## config.mk

```make
export PLATFORM = sky130hd
export DESIGN_NAME = ysyx_25060170_lsu
export DESIGN_NICKNAME = d
export VERILOG_FILES = /design/src/rtl/ysyx_25060170_lsu.sv
export SDC_FILE = /design/constraint.sdc
export NUM_CORES = 1
export LEC_CHECK = 0
export ABC_AREA = 1
export BUFFER_PORTS_ARGS = -buffer_cell sky130_fd_sc_hd__buf_4
export CAP_MARGIN = 25
export CORE_MARGIN = 10
export CORE_UTILIZATION = 31
export CTS_CLUSTER_SIZE = 8
export DETAILED_ROUTE_END_ITERATION = 6
export PLACE_DENSITY = 0.56
export RECOVER_POWER = 100
export SLEW_MARGIN = 0
export SYNTH_ARGS = -nofsm -noshare
export SYNTH_HDL_FRONTEND = slang
export SYNTH_SLANG_ARGS = --single-unit
export TNS_END_PERCENT = 20
```

## constraint.sdc

```tcl
create_clock -name clk -period 2.2 [get_ports clk]
set_input_delay 0.22 -clock clk [delete_from_list [all_inputs] [get_ports clk]]
set_output_delay 0.22 -clock clk [all_outputs]
set_load 0.05 [all_outputs]
```

## src/rtl/ysyx_25060170_lsu.sv

```systemverilog
// ---------------------------------------------------------------------------
// ysyx_25060170_lsu
//
// Load/store unit at the output of the EX/LS pipeline register. A memory
// instruction starts a request/grant/response transaction with data memory;
// the result (formatted load data or the ALU result) is registered into the
// bundle sent to WB. Non-memory instructions pass through in one cycle.
//
// Ports
//   clk, rst            clock; synchronous active-low reset
//   ls_*                registered LS-stage bundle from the EX/LS register
//   ls_ready            1 = LS busy, EX/LS register must hold (combinational)
//   mem_req/addr/wen/wdata/wmask   request channel to data memory
//   mem_gnt             request accepted
//   mem_rvalid/rdata    read data valid (or write ack) and read word
//   wb_*                registered bundle toward WB
//   lsu_misalign        one-cycle pulse alongside wb_valid for a misaligned op
// ---------------------------------------------------------------------------
module ysyx_25060170_lsu #(
  parameter int XLEN = 32
) (
  input  logic            clk,
  input  logic            rst,

  input  logic [XLEN-1:0] ls_inst,
  input  logic [XLEN-1:0] ls_pc,
  input  logic [XLEN-1:0] ls_exu_res,
  input  logic [XLEN-1:0] ls_store_data,
  input  logic [3:0]      ls_lsctl,
  input  logic [1:0]      ls_wbctl,
  input  logic            ls_rd_ena,
  input  logic [4:0]      ls_rd_addr,
  output logic            ls_ready,

  output logic            mem_req,
  output logic [XLEN-1:0] mem_addr,
  output logic            mem_wen,
  output logic [XLEN-1:0] mem_wdata,
  output logic [3:0]      mem_wmask,
  input  logic            mem_gnt,
  input  logic            mem_rvalid,
  input  logic [XLEN-1:0] mem_rdata,

  output logic            wb_valid,
  output logic [XLEN-1:0] wb_pc,
  output logic [XLEN-1:0] wb_inst,
  output logic            wb_rd_ena,
  output logic [4:0]      wb_rd_addr,
  output logic [XLEN-1:0] wb_rd_data,
  output logic [1:0]      wb_wbctl,
  output logic            lsu_misalign
);

  // Memory op codes
  localparam logic [3:0] OP_LB  = 4'b0001;
  localparam logic [3:0] OP_LH  = 4'b0010;
  localparam logic [3:0] OP_LW  = 4'b0011;
  localparam logic [3:0] OP_LBU = 4'b0100;
  localparam logic [3:0] OP_LHU = 4'b0101;
  localparam logic [3:0] OP_SB  = 4'b1001;
  localparam logic [3:0] OP_SH  = 4'b1010;
  localparam logic [3:0] OP_SW  = 4'b1011;

  // Access size encoding
  localparam logic [1:0] SZ_B = 2'd0;
  localparam logic [1:0] SZ_H = 2'd1;
  localparam logic [1:0] SZ_W = 2'd2;

  typedef enum logic [1:0] {
    S_IDLE = 2'd0,
    S_REQ  = 2'd1,
    S_RESP = 2'd2,
    S_DONE = 2'd3
  } state_t;

  state_t state_q, state_d;

  // ---------------------------------------------------------------------
  // Decode of the incoming LS bundle
  // ---------------------------------------------------------------------
  logic       dec_load;
  logic       dec_store;
  logic       dec_mem;
  logic       dec_uns;
  logic [1:0] dec_size;
  logic [1:0] dec_off;
  logic       dec_misalign;

  assign dec_off = ls_exu_res[1:0];

  always_comb begin
    dec_load  = 1'b0;
    dec_store = 1'b0;
    dec_uns   = 1'b0;
    dec_size  = SZ_W;
    case (ls_lsctl)
      OP_LB:   begin dec_load  = 1'b1; dec_size = SZ_B; end
      OP_LH:   begin dec_load  = 1'b1; dec_size = SZ_H; end
      OP_LW:   begin dec_load  = 1'b1; dec_size = SZ_W; end
      OP_LBU:  begin dec_load  = 1'b1; dec_size = SZ_B; dec_uns = 1'b1; end
      OP_LHU:  begin dec_load  = 1'b1; dec_size = SZ_H; dec_uns = 1'b1; end
      OP_SB:   begin dec_store = 1'b1; dec_size = SZ_B; end
      OP_SH:   begin dec_store = 1'b1; dec_size = SZ_H; end
      OP_SW:   begin dec_store = 1'b1; dec_size = SZ_W; end
      default: ;
    endcase
  end

  assign dec_mem      = dec_load | dec_store;
  assign dec_misalign = dec_mem &
                        (((dec_size == SZ_H) && dec_off[0]) ||
                         ((dec_size == SZ_W) && (dec_off != 2'b00)));

  // ---------------------------------------------------------------------
  // Store lane formatting: data is replicated so that whichever byte lanes
  // the strobe selects already carry the right bytes.
  // ---------------------------------------------------------------------
  logic [XLEN-1:0] st_wdata;
  logic [3:0]      st_mask;

  generate
    for (genvar gi = 0; gi < 4; gi++) begin : g_st_lane
      localparam logic [1:0] LANE = 2'(gi);

      assign st_wdata[8*gi +: 8] =
          (dec_size == SZ_B) ? ls_store_data[7:0] :
          (dec_size == SZ_H) ? ls_store_data[8*(gi%2) +: 8] :
                               ls_store_data[8*gi +: 8];

      assign st_mask[gi] =
          (dec_size == SZ_B) ? (dec_off == LANE) :
          (dec_size == SZ_H) ? (dec_off[1] == LANE[1]) :
                               1'b1;
    end
  endgenerate

  // ---------------------------------------------------------------------
  // Load formatting: pick the addressed byte/halfword and extend it.
  // ---------------------------------------------------------------------
  function automatic logic [XLEN-1:0] fmt_load(input logic [XLEN-1:0] word,
                                               input logic [1:0]      off,
                                               input logic [1:0]      size,
                                               input logic            uns);
    logic [7:0]  byte_v;
    logic [15:0] half_v;
    logic [XLEN-1:0] res;
    byte_v = word[{off, 3'b000} +: 8];
    half_v = off[1] ? word[31:16] : word[15:0];
    case (size)
      SZ_B:    res = uns ? {24'b0, byte_v} : {{24{byte_v[7]}}, byte_v};
      SZ_H:    res = uns ? {16'b0, half_v} : {{16{half_v[15]}}, half_v};
      default: res = word;
    endcase
    return res;
  endfunction

  // ---------------------------------------------------------------------
  // Request registers, captured load data and WB bundle
  // ---------------------------------------------------------------------
  logic [XLEN-1:0] req_addr_q,  req_addr_d;
  logic            req_wen_q,   req_wen_d;
  logic [3:0]      req_wmask_q, req_wmask_d;
  logic [XLEN-1:0] req_wdata_q, req_wdata_d;
  logic [1:0]      req_size_q,  req_size_d;
  logic            req_uns_q,   req_uns_d;
  logic [1:0]      req_off_q,   req_off_d;
  logic [XLEN-1:0] ld_data_q,   ld_data_d;

  logic            wb_valid_q,   wb_valid_d;
  logic [XLEN-1:0] wb_pc_q,      wb_pc_d;
  logic [XLEN-1:0] wb_inst_q,    wb_inst_d;
  logic            wb_rd_ena_q,  wb_rd_ena_d;
  logic [4:0]      wb_rd_addr_q, wb_rd_addr_d;
  logic [XLEN-1:0] wb_rd_data_q, wb_rd_data_d;
  logic [1:0]      wb_wbctl_q,   wb_wbctl_d;
  logic            misalign_q,   misalign_d;

  logic            busy;

  // Next-state and output logic
  always_comb begin
    state_d      = state_q;
    busy         = 1'b0;

    req_addr_d   = req_addr_q;
    req_wen_d    = req_wen_q;
    req_wmask_d  = req_wmask_q;
    req_wdata_d  = req_wdata_q;
    req_size_d   = req_size_q;
    req_uns_d    = req_uns_q;
    req_off_d    = req_off_q;
    ld_data_d    = ld_data_q;

    // wb fields hold stale values unless a result is written this edge
    wb_valid_d   = 1'b0;
    misalign_d   = 1'b0;
    wb_pc_d      = wb_pc_q;
    wb_inst_d    = wb_inst_q;
    wb_rd_ena_d  = wb_rd_ena_q;
    wb_rd_addr_d = wb_rd_addr_q;
    wb_rd_data_d = wb_rd_data_q;
    wb_wbctl_d   = wb_wbctl_q;

    case (state_q)
      S_IDLE: begin
        if (!dec_mem || dec_misalign) begin
          // Single-cycle retire: ALU pass-through or misaligned trap
          wb_pc_d      = ls_pc;
          wb_inst_d    = ls_inst;
          wb_rd_addr_d = ls_rd_addr;
          wb_rd_data_d = ls_exu_res;
          wb_wbctl_d   = ls_wbctl;
          if (dec_misalign) begin
            wb_valid_d  = 1'b1;
            wb_rd_ena_d = 1'b0;
            misalign_d  = 1'b1;
          end else begin
            wb_valid_d  = (ls_inst != '0);
            wb_rd_ena_d = ls_rd_ena;
          end
        end else begin
          busy        = 1'b1;
          req_addr_d  = {ls_exu_res[XLEN-1:2], 2'b00};
          req_wen_d   = dec_store;
          req_wmask_d = dec_store ? st_mask  : 4'b0000;
          req_wdata_d = dec_store ? st_wdata : '0;
          req_size_d  = dec_size;
          req_uns_d   = dec_uns;
          req_off_d   = dec_off;
          state_d     = S_REQ;
        end
      end

      S_REQ: begin
        busy = 1'b1;
        if (mem_gnt) begin
          state_d = S_RESP;
        end
      end

      S_RESP: begin
        busy = 1'b1;
        if (mem_rvalid) begin
          // For a store this is just the ack; the captured value is unused
          ld_data_d = fmt_load(mem_rdata, req_off_q, req_size_q, req_uns_q);
          state_d   = S_DONE;
        end
      end

      S_DONE: begin
        // ls_ready drops here, so the EX/LS register advances at this edge
        wb_valid_d   = 1'b1;
        wb_pc_d      = ls_pc;
        wb_inst_d    = ls_inst;
        wb_rd_addr_d = ls_rd_addr;
        wb_wbctl_d   = ls_wbctl;
        wb_rd_ena_d  = req_wen_q ? 1'b0 : ls_rd_ena;
        wb_rd_data_d = req_wen_q ? ls_exu_res : ld_data_q;
        state_d      = S_IDLE;
      end

      default: state_d = S_IDLE;
    endcase
  end

  // State and data registers
  always_ff @(posedge clk) begin
    if (!rst) begin
      state_q      <= S_IDLE;
      req_addr_q   <= '0;
      req_wen_q    <= 1'b0;
      req_wmask_q  <= 4'b0000;
      req_wdata_q  <= '0;
      req_size_q   <= SZ_B;
      req_uns_q    <= 1'b0;
      req_off_q    <= 2'b00;
      ld_data_q    <= '0;
      wb_valid_q   <= 1'b0;
      wb_pc_q      <= '0;
      wb_inst_q    <= '0;
      wb_rd_ena_q  <= 1'b0;
      wb_rd_addr_q <= 5'd0;
      wb_rd_data_q <= '0;
      wb_wbctl_q   <= 2'b00;
      misalign_q   <= 1'b0;
    end else begin
      state_q      <= state_d;
      req_addr_q   <= req_addr_d;
      req_wen_q    <= req_wen_d;
      req_wmask_q  <= req_wmask_d;
      req_wdata_q  <= req_wdata_d;
      req_size_q   <= req_size_d;
      req_uns_q    <= req_uns_d;
      req_off_q    <= req_off_d;
      ld_data_q    <= ld_data_d;
      wb_valid_q   <= wb_valid_d;
      wb_pc_q      <= wb_pc_d;
      wb_inst_q    <= wb_inst_d;
      wb_rd_ena_q  <= wb_rd_ena_d;
      wb_rd_addr_q <= wb_rd_addr_d;
      wb_rd_data_q <= wb_rd_data_d;
      wb_wbctl_q   <= wb_wbctl_d;
      misalign_q   <= misalign_d;
    end
  end

  // Gating with rst makes the request and the hold drop in the same cycle
  // reset is applied, rather than one edge later.
  assign ls_ready     = rst & busy;
  assign mem_req      = rst & (state_q == S_REQ);
  assign mem_addr     = req_addr_q;
  assign mem_wen      = req_wen_q;
  assign mem_wdata    = req_wdata_q;
  assign mem_wmask    = req_wmask_q;

  assign wb_valid     = wb_valid_q;
  assign wb_pc        = wb_pc_q;
  assign wb_inst      = wb_inst_q;
  assign wb_rd_ena    = wb_rd_ena_q;
  assign wb_rd_addr   = wb_rd_addr_q;
  assign wb_rd_data   = wb_rd_data_q;
  assign wb_wbctl     = wb_wbctl_q;
  assign lsu_misalign = misalign_q;

endmodule

```

==> flow_summary.yaml, run 1 <==
pwr:
  seqPwrFrac: 0.299
  switching_share: 0.499
  intPower_uw: 9490
  comb_power_share: 0.483
  clockPowerShare: 0.218
  p_switching_uw: 9470
  power_density_mw_per_mm2: 1370
  p_leak_uw: 0.00642
  power_uw: 19000
  peakVddDrop_uv: 730
floorplanning:
  dieWidth_microns: 198
  std_cell_rows: 65
  die_h_microns: 198
  die-area_sq_mm: 0.0394
  core_area_sq_mm: 0.0315
  initial_core_util: 0.314
  pin_count: 353
setup_path:
  reg2reg_setup_slack_ns: 0.21
  reg2regPathDepth: 7
  critPathRequiredTime_ns: 1.98
  cp_data_arrival_time_ns: 1.83
  crit_fanout: 5
  start_kind: "flop"
  end_kind: "output pin"
  timing.rr.start: "state_q[0]"
  reg2reg_to: "req_uns_q"
  crit_type: "reg2out"
global_route:
  top_usage_layer: "met2"
  grt_util_met1: 0.245
  met2_usage: 0.316
  grt_pass1_vias: 10300
  grt_antenna_before_repair: 1
  grt_max_degree: 75
  gr-total-overflow: 0
  grt_first_pass_wirelength_microns: 60500
  track_usage: 0.191
  grt_util_met3: 0.0444
synth:
  synth_cell_types: 29
  ys_seq_area_frac: 0.430
  avgSynthCellArea_sq_um: 6.65
  synthesis.instances: 1485
  ys_ff_latch: 212
  synth_edf_count: 0
  yosys_warnings: 0
  synth_flop_cell: "dfxtp_1"
  async_reset_ff_frac: 0
  synth.cell_area_sq_mm: 0.00988
sta:
  drv_slew: 0
  fmax_ghz: 0.488
  worst_slack_ns: 0.150
  maxSlewHeadroom: 0.457
  fin_crit_sh: 0.932
  skew_ns: 0.00628
  period_minus_slack_ns: 2.05
  setup_tns_ns: 0
  rsz0062_at_grt: "no"
  whs_ns: 0.0116
  worst_pin_slew_ns: 0.815
  finalHoldViolCount: 0
  setup_viol: 0
placement:
  dpl.hpwl_microns: 27700
  portBuffers: 350
  gp_congestion: 0.855
  pre_cts_slack_ns: 0.211
  dpl.cell_count: 2167
clocking:
  insertion_delay_ns: 0.54
  cts_sinks: 212
  clk_pin_slew_worst_paths_ns: 0.05
  cts_tree: "done"
  clockBufferDepth: 3
  cts_buffers: 30
  cts-root-buf: "clkbuf_16"
  htree_levels: 1
route:
  initialDrtViolationCount: 536
  drc: 0
  wl_per_cell_microns: 17.1
  routed_wl_microns: 39200
  vias_per_cell: 4.63
  drtPass1Iterations: 6
  drtAntennaViolNets: 0
  dr_total_vias: 10600
layout:
  drive_gt1_frac: 0.134
  multi_input_area_sq_mm: 0.00467
  fillerInstances: 3415
  layout_common_cells: "nand2_1, nor2_1, dfxtp_1, buf_4, clkbuf_1"
  layout_commonest_cell: "nand2_1"
  synthToLayoutAreaGrowth_pct: 39.8
  nNetsFinal: 2071
  final_cell_count_no_fill: 2294
  seqCellArea_sq_mm: 0.00424
job:
  max_cap_violations: 0
min_path:
  min_to: "req_off_q[1]"
  hold_start: "ls_exu_res[1]"
  hold_class: "in2reg"
  hold_depth: 3
run_status:
  outcome: "completed"
==> registers in the layout, indices dropped and copies added, names as in the netlist, 2 cells and up <==
register    cells
wb_rd_addr      5
wb_rd_data     32
req_size_q      2
wb_pc          32
wb_inst        32
req_off_q       2
mem_wdata      32
mem_wmask       4
state_q         2
mem_addr       30
wb_wbctl        2
ld_data_q      32
==> metal layers <==
layer / wire (microns) / part of all wire / vias up
met5: 12 / 0.00031 / -
met4: 767 / 0.020 / 2
met3: 2760 / 0.070 / 49
met2: 18200 / 0.46 / 314
met1: 17500 / 0.45 / 4819
li1: - / - / 5430
==> worst max path at each step <==
stage	from	end	cells after the start
after global routing	state_q[0]	wb_pc[30]	8
after floorplan	ls_lsctl[0]	ls_ready	11
after detailed placement	state_q[0]	wb_inst[19]	7
after global placement	state_q[0]	wb_inst[19]	7
after CTS	state_q[0]	ls_ready	7
final	state_q[0]	ls_ready	7
==> final cells by class <==
type	instances	area share
clock buffer	34	0.0577
multi-input combinational	1058	0.338
tap	402	0.0364
timing repair buffer	468	0.227
sequential	212	0.307
inverter	119	0.0324
antenna	1	0.000181
==> critical path, stage by stage, from the launching register on <==
cell	delay, ns
dfxtp_1	0.34
inv_1	0.12
ha_1	0.25
nand3_4	0.12
nand2_2	0.10
inv_2	0.04
nor3_2	0.12
buf_6	0.19
==> stage by stage <==
stage	area, sq um	utilization
detailed placement	12700	0.405
finish	13800	0.439
global route	13800	0.438
floorplan	9880	-
CTS	14500	0.459
global placement	12700	0.405
==> synth_stat cells, types with 15 or more instances <==
| cell type | count | share of area |
|---|---|---|
| a21oi_1 | 148 | 0.075 |
| buf_2 | 25 | 0.013 |
| buf_6 | 15 | 0.017 |
| clkbuf_1 | 39 | 0.015 |
| dfxtp_1 | 212 | 0.43 |
| inv_1 | 112 | 0.043 |
| nand2_1 | 503 | 0.19 |
| nand3_1 | 36 | 0.018 |
| nand3b_1 | 51 | 0.039 |
| nor2_1 | 241 | 0.092 |
| o211ai_1 | 22 | 0.017 |
| o21ai_0 | 25 | 0.013 |
==> power groups by stage <==
stage	clock [uW]	sequential [uW]	combinational (uW)
finish	4130	5680	9150
global route	4410	5830	10000
floorplan	0	9320	3430
global placement	0	5750	9890
detailed placement	0	5770	9970
CTS	4290	5700	10100
==> kinds of logic (layout without fill, tap and decap cells) <==
| logic type | Yosys count | after routing | synth area share |
|---|---|---|---|
| buf+inv | 216 | 621 | 0.0989 |
| fa+ha+maj | 6 | 6 | 0.00760 |
| other cells | 1 | 3 | 0.000380 |
| flops | 212 | 212 | 0.430 |
| simple gates | 844 | 844 | 0.350 |
| compound gates | 206 | 206 | 0.114 |
==> repair_timing <==
item / 4_1_cts / 5_1_grt
setup buffers: 0 / 0
endpoints found under the hold margin: 112 / 0
hold buffers: 92 / 0
resized for setup: 0 / 1
endpoints found under the setup margin: 0 / 1
(Power assumes the default switching activity.)
==> run 2: changes to the inputs <==
--- a/config.mk
+++ b/config.mk
@@ -12,7 +12,7 @@
 export CORE_UTILIZATION = 31
 export CTS_CLUSTER_SIZE = 8
 export DETAILED_ROUTE_END_ITERATION = 6
-export PLACE_DENSITY = 0.56
+export PLACE_DENSITY_LB_ADDON = 0.05
 export RECOVER_POWER = 100
 export SLEW_MARGIN = 0
 export SYNTH_ARGS = -nofsm -noshare
==> flow_summary.yaml, run 2 (synthesis gave the netlist of run 1 again) <==
run_status:
  outcome: "completed"
sta:
  worst_pin_slew_ns: 0.872
  period_minus_slack_ns: 2.07
  whs_ns: 0.0148
  skew_ns: 0.0154
  drv_slew: 0
  fin_crit_sh: 0.942
  setup_tns_ns: 0
  fmax_ghz: 0.483
  rsz0062_at_grt: "no"
  maxSlewHeadroom: 0.418
  finalHoldViolCount: 0
  setup_viol: 0
setup_path:
  crit_type: "reg2out"
  cp_data_arrival_time_ns: 1.85
  end_kind: "output pin"
  cp-startpoint: "state_q[0]"
  reg2reg_setup_slack_ns: 0.16
  crit_fanout: 4
  start_kind: "flop"
  reg2reg_to: "wb_pc[25]"
  critPathBufInv: 4
  cpPeakStageDelay_ns: 0.31
  path_cells: "buf_4, inv_1, ha_2, nand3_4, nand2_4, inv_2, nor3_2, buf_6"
  reg2regPathDepth: 8
  cp_top_family: "buffers and inverters"
  critPathSlowestCell: "dfxtp_1"
  critPathRequiredTime_ns: 1.98
  timing.rr.start: "state_q[0]"
route:
  initialDrtViolationCount: 585
  drtAntennaViolNets: 0
  dr_total_vias: 10600
  routed_wl_microns: 40400
  wl_per_cell_microns: 17.5
  drtPass1Iterations: 5
  vias_per_cell: 4.60
  drc: 0
floorplanning:
  core_area_sq_mm: 0.0315
  std_cell_rows: 65
  die_h_microns: 198
  initial_core_util: 0.314
  pin_count: 353
  die-area_sq_mm: 0.0394
  dieWidth_microns: 198
clocking:
  cts_sinks: 212
  cts_buffers: 30
  clk_pin_slew_worst_paths_ns: 0.05
  cts-root-buf: "clkbuf_16"
  cts_tree: "done"
  clockBufferDepth: 3
  insertion_delay_ns: 0.54
  htree_levels: 1
placement:
  portBuffers: 350
  dpl.hpwl_microns: 28100
  gp_congestion: 0.814
layout:
  synthToLayoutAreaGrowth_pct: 40.8
  drive_gt1_frac: 0.138
  nNetsFinal: 2083
  layout_common_cells: "nand2_1, nor2_1, dfxtp_1, buf_4, clkbuf_1"
  layout_commonest_cell: "nand2_1"
min_path:
  hold_class: "in2reg"
  hold_depth: 4
  min_to: "wb_pc[10]"
  hold_start: "ls_pc[10]"
global_route:
  grt_antenna_before_repair: 2
  grt_max_degree: 83
  grt_first_pass_wirelength_microns: 61600
  track_usage: 0.194
  gr-total-overflow: 0
  grt_pass1_vias: 10400
pwr:
  power_density_mw_per_mm2: 1370
  p_leak_uw: 0.00648
  peakVddDrop_uv: 610
job:
  max_cap_violations: 0
run 2: metal layers:
metal,up-vias,global-route usage,routed length (microns)
li1,5460,-,-
met1,4803,0.255,18500
met2,312,0.311,18200
met3,44,0.0485,2990
met4,0,0.0469,819
met5,-,0,0
run 2: what timing repair did:
item	CTS	global route
hold buffers	93	0
cloned	0	1
pin swaps	1	2
setup endpoints to repair	1	31
hold endpoints to repair	112	0
buffers inserted	1	4
gates resized for setup	3	1
run 2: report_power, final:
group | total (uW) | internal (uW) | switching [uW]
Combinational | 9280 | 2040 | 7240
Sequential | 5660 | 5040 | 619
Clock | 4090 | 2460 | 1630
run 2: tightest hold or removal path, cell delays in order:
cell,delay (ns)
buf_4,0.07
nand3b_1,0.09
nand2_1,0.04
nor2_1,0.09
run 2: cell type report:
class	count	area (sq um)
inverters	119	447
flip-flops and latches	212	4250
clock buffers	35	791
repair buffers	479	3230
diodes	2	5.00
well taps	402	503
fillers	3468	17600
multi-input cells	1059	4680
run 2: worst max path at each step:
stage          depth (start not counted)              to
2_1_floorplan                         11        ls_ready
3_3_place_gp                           9  wb_rd_data[19]
3_5_place_dp                           9  wb_rd_data[27]
4_1_cts                                8        ls_ready
5_1_grt                                8        ls_ready
6_report                               8        ls_ready
run 2: through the flow:
stage                     instance area [sq um]   util  setup slack [ns]  total power (uW)  cells
final                                     13900  0.442             0.128             19000   2308
after global routing                      13900  0.442            0.0105             20300   2307
after CTS                                 14500  0.462           0.00214             20200   2301
after detailed placement                  12800  0.407            0.0316             15800   2172
after global placement                    12800  0.407             0.149             15800   2172
after floorplan                            9880      -             0.258             12700   1486
==> run 3: changes to the inputs <==
--- a/config.mk
+++ b/config.mk
@@ -8,8 +8,10 @@
 export ABC_AREA = 1
 export BUFFER_PORTS_ARGS = -buffer_cell sky130_fd_sc_hd__buf_4
 export CAP_MARGIN = 25
+export CELL_PAD_IN_SITES_DETAIL_PLACEMENT = 2
+export CELL_PAD_IN_SITES_GLOBAL_PLACEMENT = 2
 export CORE_MARGIN = 10
-export CORE_UTILIZATION = 31
+export CORE_UTILIZATION = 26
 export CTS_CLUSTER_SIZE = 8
 export DETAILED_ROUTE_END_ITERATION = 6
 export PLACE_DENSITY_LB_ADDON = 0.05
==> flow_summary.yaml, run 3 (synthesis gave the netlist of run 1 again) <==
run_status:
  outcome: "completed"
floorplanning:
  die_h_microns: 215
  die-area_sq_mm: 0.0462
  dieWidth_microns: 215
  pin_count: 353
  std_cell_rows: 71
  initial_core_util: 0.263
  core_area_sq_mm: 0.0376
pwr:
  p_leak_uw: 0.00640
  intPower_uw: 9490
  power_density_mw_per_mm2: 1390
  comb_power_share: 0.489
  clockPowerShare: 0.215
  peakVddDrop_uv: 919
  switching_share: 0.507
  seqPwrFrac: 0.295
  p_switching_uw: 9770
sta:
  drv_slew: 0
  worst_pin_slew_ns: 0.891
  finalHoldViolCount: 0
  skew_ns: 0.0106
  setup_tns_ns: 0
  fin_crit_sh: 0.936
  rsz0062_at_grt: "no"
  fmax_ghz: 0.485
  period_minus_slack_ns: 2.06
  setup_viol: 0
  maxSlewHeadroom: 0.406
  worst_slack_ns: 0.140
  whs_ns: 0.00980
route:
  drc: 0
  drtPass1Iterations: 4
  wl_per_cell_microns: 19.0
  initialDrtViolationCount: 382
  drtAntennaViolNets: 0
  routed_wl_microns: 45800
  dr_total_vias: 11100
  vias_per_cell: 4.61
setup_path:
  critPathBufInv: 4
  critPathRequiredTime_ns: 1.98
  crit_top_cell: "nand2_1"
  start_kind: "input pin"
  path_cells: "dlygate4sd3_1, buf_4, nand3_1, nand2_1, nand2_2, nand3_4, nand2_1, inv_2, nor3_2, buf_6"
  crit_type: "in2out"
  cpPeakStageDelay_ns: 0.54
  cp_data_arrival_time_ns: 1.84
  end_kind: "output pin"
  critPathSlowestCell: "dlygate4sd3_1"
  crit_fanout: 5
  cp_top_family: "buffers and inverters"
global_route:
  grt_first_pass_wirelength_microns: 70900
  grt_pass1_vias: 12100
  grt_max_degree: 91
  grt_antenna_before_repair: 2
  gr-total-overflow: 0
  track_usage: 0.189
clocking:
  cts_tree: "done"
  clk_pin_slew_worst_paths_ns: 0.05
  insertion_delay_ns: 0.55
  clockBufferDepth: 3
  cts_buffers: 30
  cts-root-buf: "clkbuf_16"
  post_cts_buffers: 0
  cts_sinks: 212
  htree_levels: 1
layout:
  layout_common_cells: "nand2_1, nor2_1, dfxtp_1, buf_4, clkbuf_1"
  fin_area_sq_mm: 0.0139
  synthToLayoutAreaGrowth_pct: 40.8
  layout_commonest_cell: "nand2_1"
  nNetsFinal: 2068
  drive_gt1_frac: 0.132
  final_util: 0.370
placement:
  portBuffers: 350
  pre_cts_slack_ns: 0.207
  place_area_sq_mm: 0.0129
  dpl.hpwl_microns: 32400
  gp_congestion: 0.763
min_path:
  hold_class: "in2reg"
job:
  max_cap_violations: 0
## run 3: cell count changes in the layout (fill, tap and decap cells not counted), sizes merged
cell | previous run | this run
buf | 205 | 195
clkbuf | 216 | 214
diode | 2 | 3
dlygate4sd3 | 93 | 91
nor2 | 244 | 243
## run 3: cell type report
| class | instances | area, sq um |
|---|---|---|
| Clock buffer | 35 | 791 |
| Sequential cell | 212 | 4250 |
| Antenna cell | 3 | 7.51 |
| Fill cell | 4631 | 23700 |
| Timing Repair Buffer | 465 | 3100 |
| Inverter | 119 | 447 |
| Multi-Input combinational cell | 1058 | 4670 |
| Tap cell | 511 | 639 |
## run 3: worst reg2reg max path: cells and delay by family, from the launching register on
kind / cells / cell delay, ns
buffers and inverters: 3 / 0.84
AND/OR/NAND/NOR: 3 / 0.44
adder cells (fa/ha/maj): 1 / 0.27
flip-flops: 1 / 0.38
## run 3: power by group through the flow
| stage | sequential (uW) | combinational [uW] | clock, uW |
|---|---|---|---|
| 3_5_place_dp | 5790 | 10400 | 0 |
| 5_1_grt | 5870 | 10200 | 4460 |
| 3_3_place_gp | 5740 | 10200 | 0 |
| 2_1_floorplan | 9320 | 3430 | 0 |
| 4_1_cts | 5730 | 10600 | 4330 |
| 6_report | 5690 | 9420 | 4150 |
## run 3: metal layers
layer  up-vias  global-route usage  part of all wire
met5         -                   0                 0
met4         0              0.0447             0.020
met3        55              0.0462             0.059
met2       227               0.334              0.50
met1      5388               0.226              0.42
li1       5416                   -                 -
## run 3: through the flow
step / total power [uW] / std cells
2_1_floorplan: 12700 / 1486
3_3_place_gp: 15900 / 2274
3_5_place_dp: 16200 / 2274
4_1_cts: 20600 / 2400
5_1_grt: 20600 / 2402
6_report: 19300 / 2403
## run 3: worst paths after layout
| kind | start | endpoint | slack [ns] | cells past startpoint |
|---|---|---|---|---|
| worst max-delay path | ls_exu_res[1] | ls_ready | 0.14 | 10 |
| worst min-delay path | ls_pc[19] | wb_pc[19] | 0.01 | 4 |
| worst max register to register | state_q[0] | wb_pc[23] | 0.18 | 7 |
| worst min register to register | mem_wdata[7] | mem_wdata[7] | 0.46 | 2 |
## run 3: repair_timing
action                                  CTS  global route
hold buffers                             91             0
resized for setup                         2             4
cloned                                    0             0
endpoints found under the setup margin    1             1
endpoints found under the hold margin   100             0
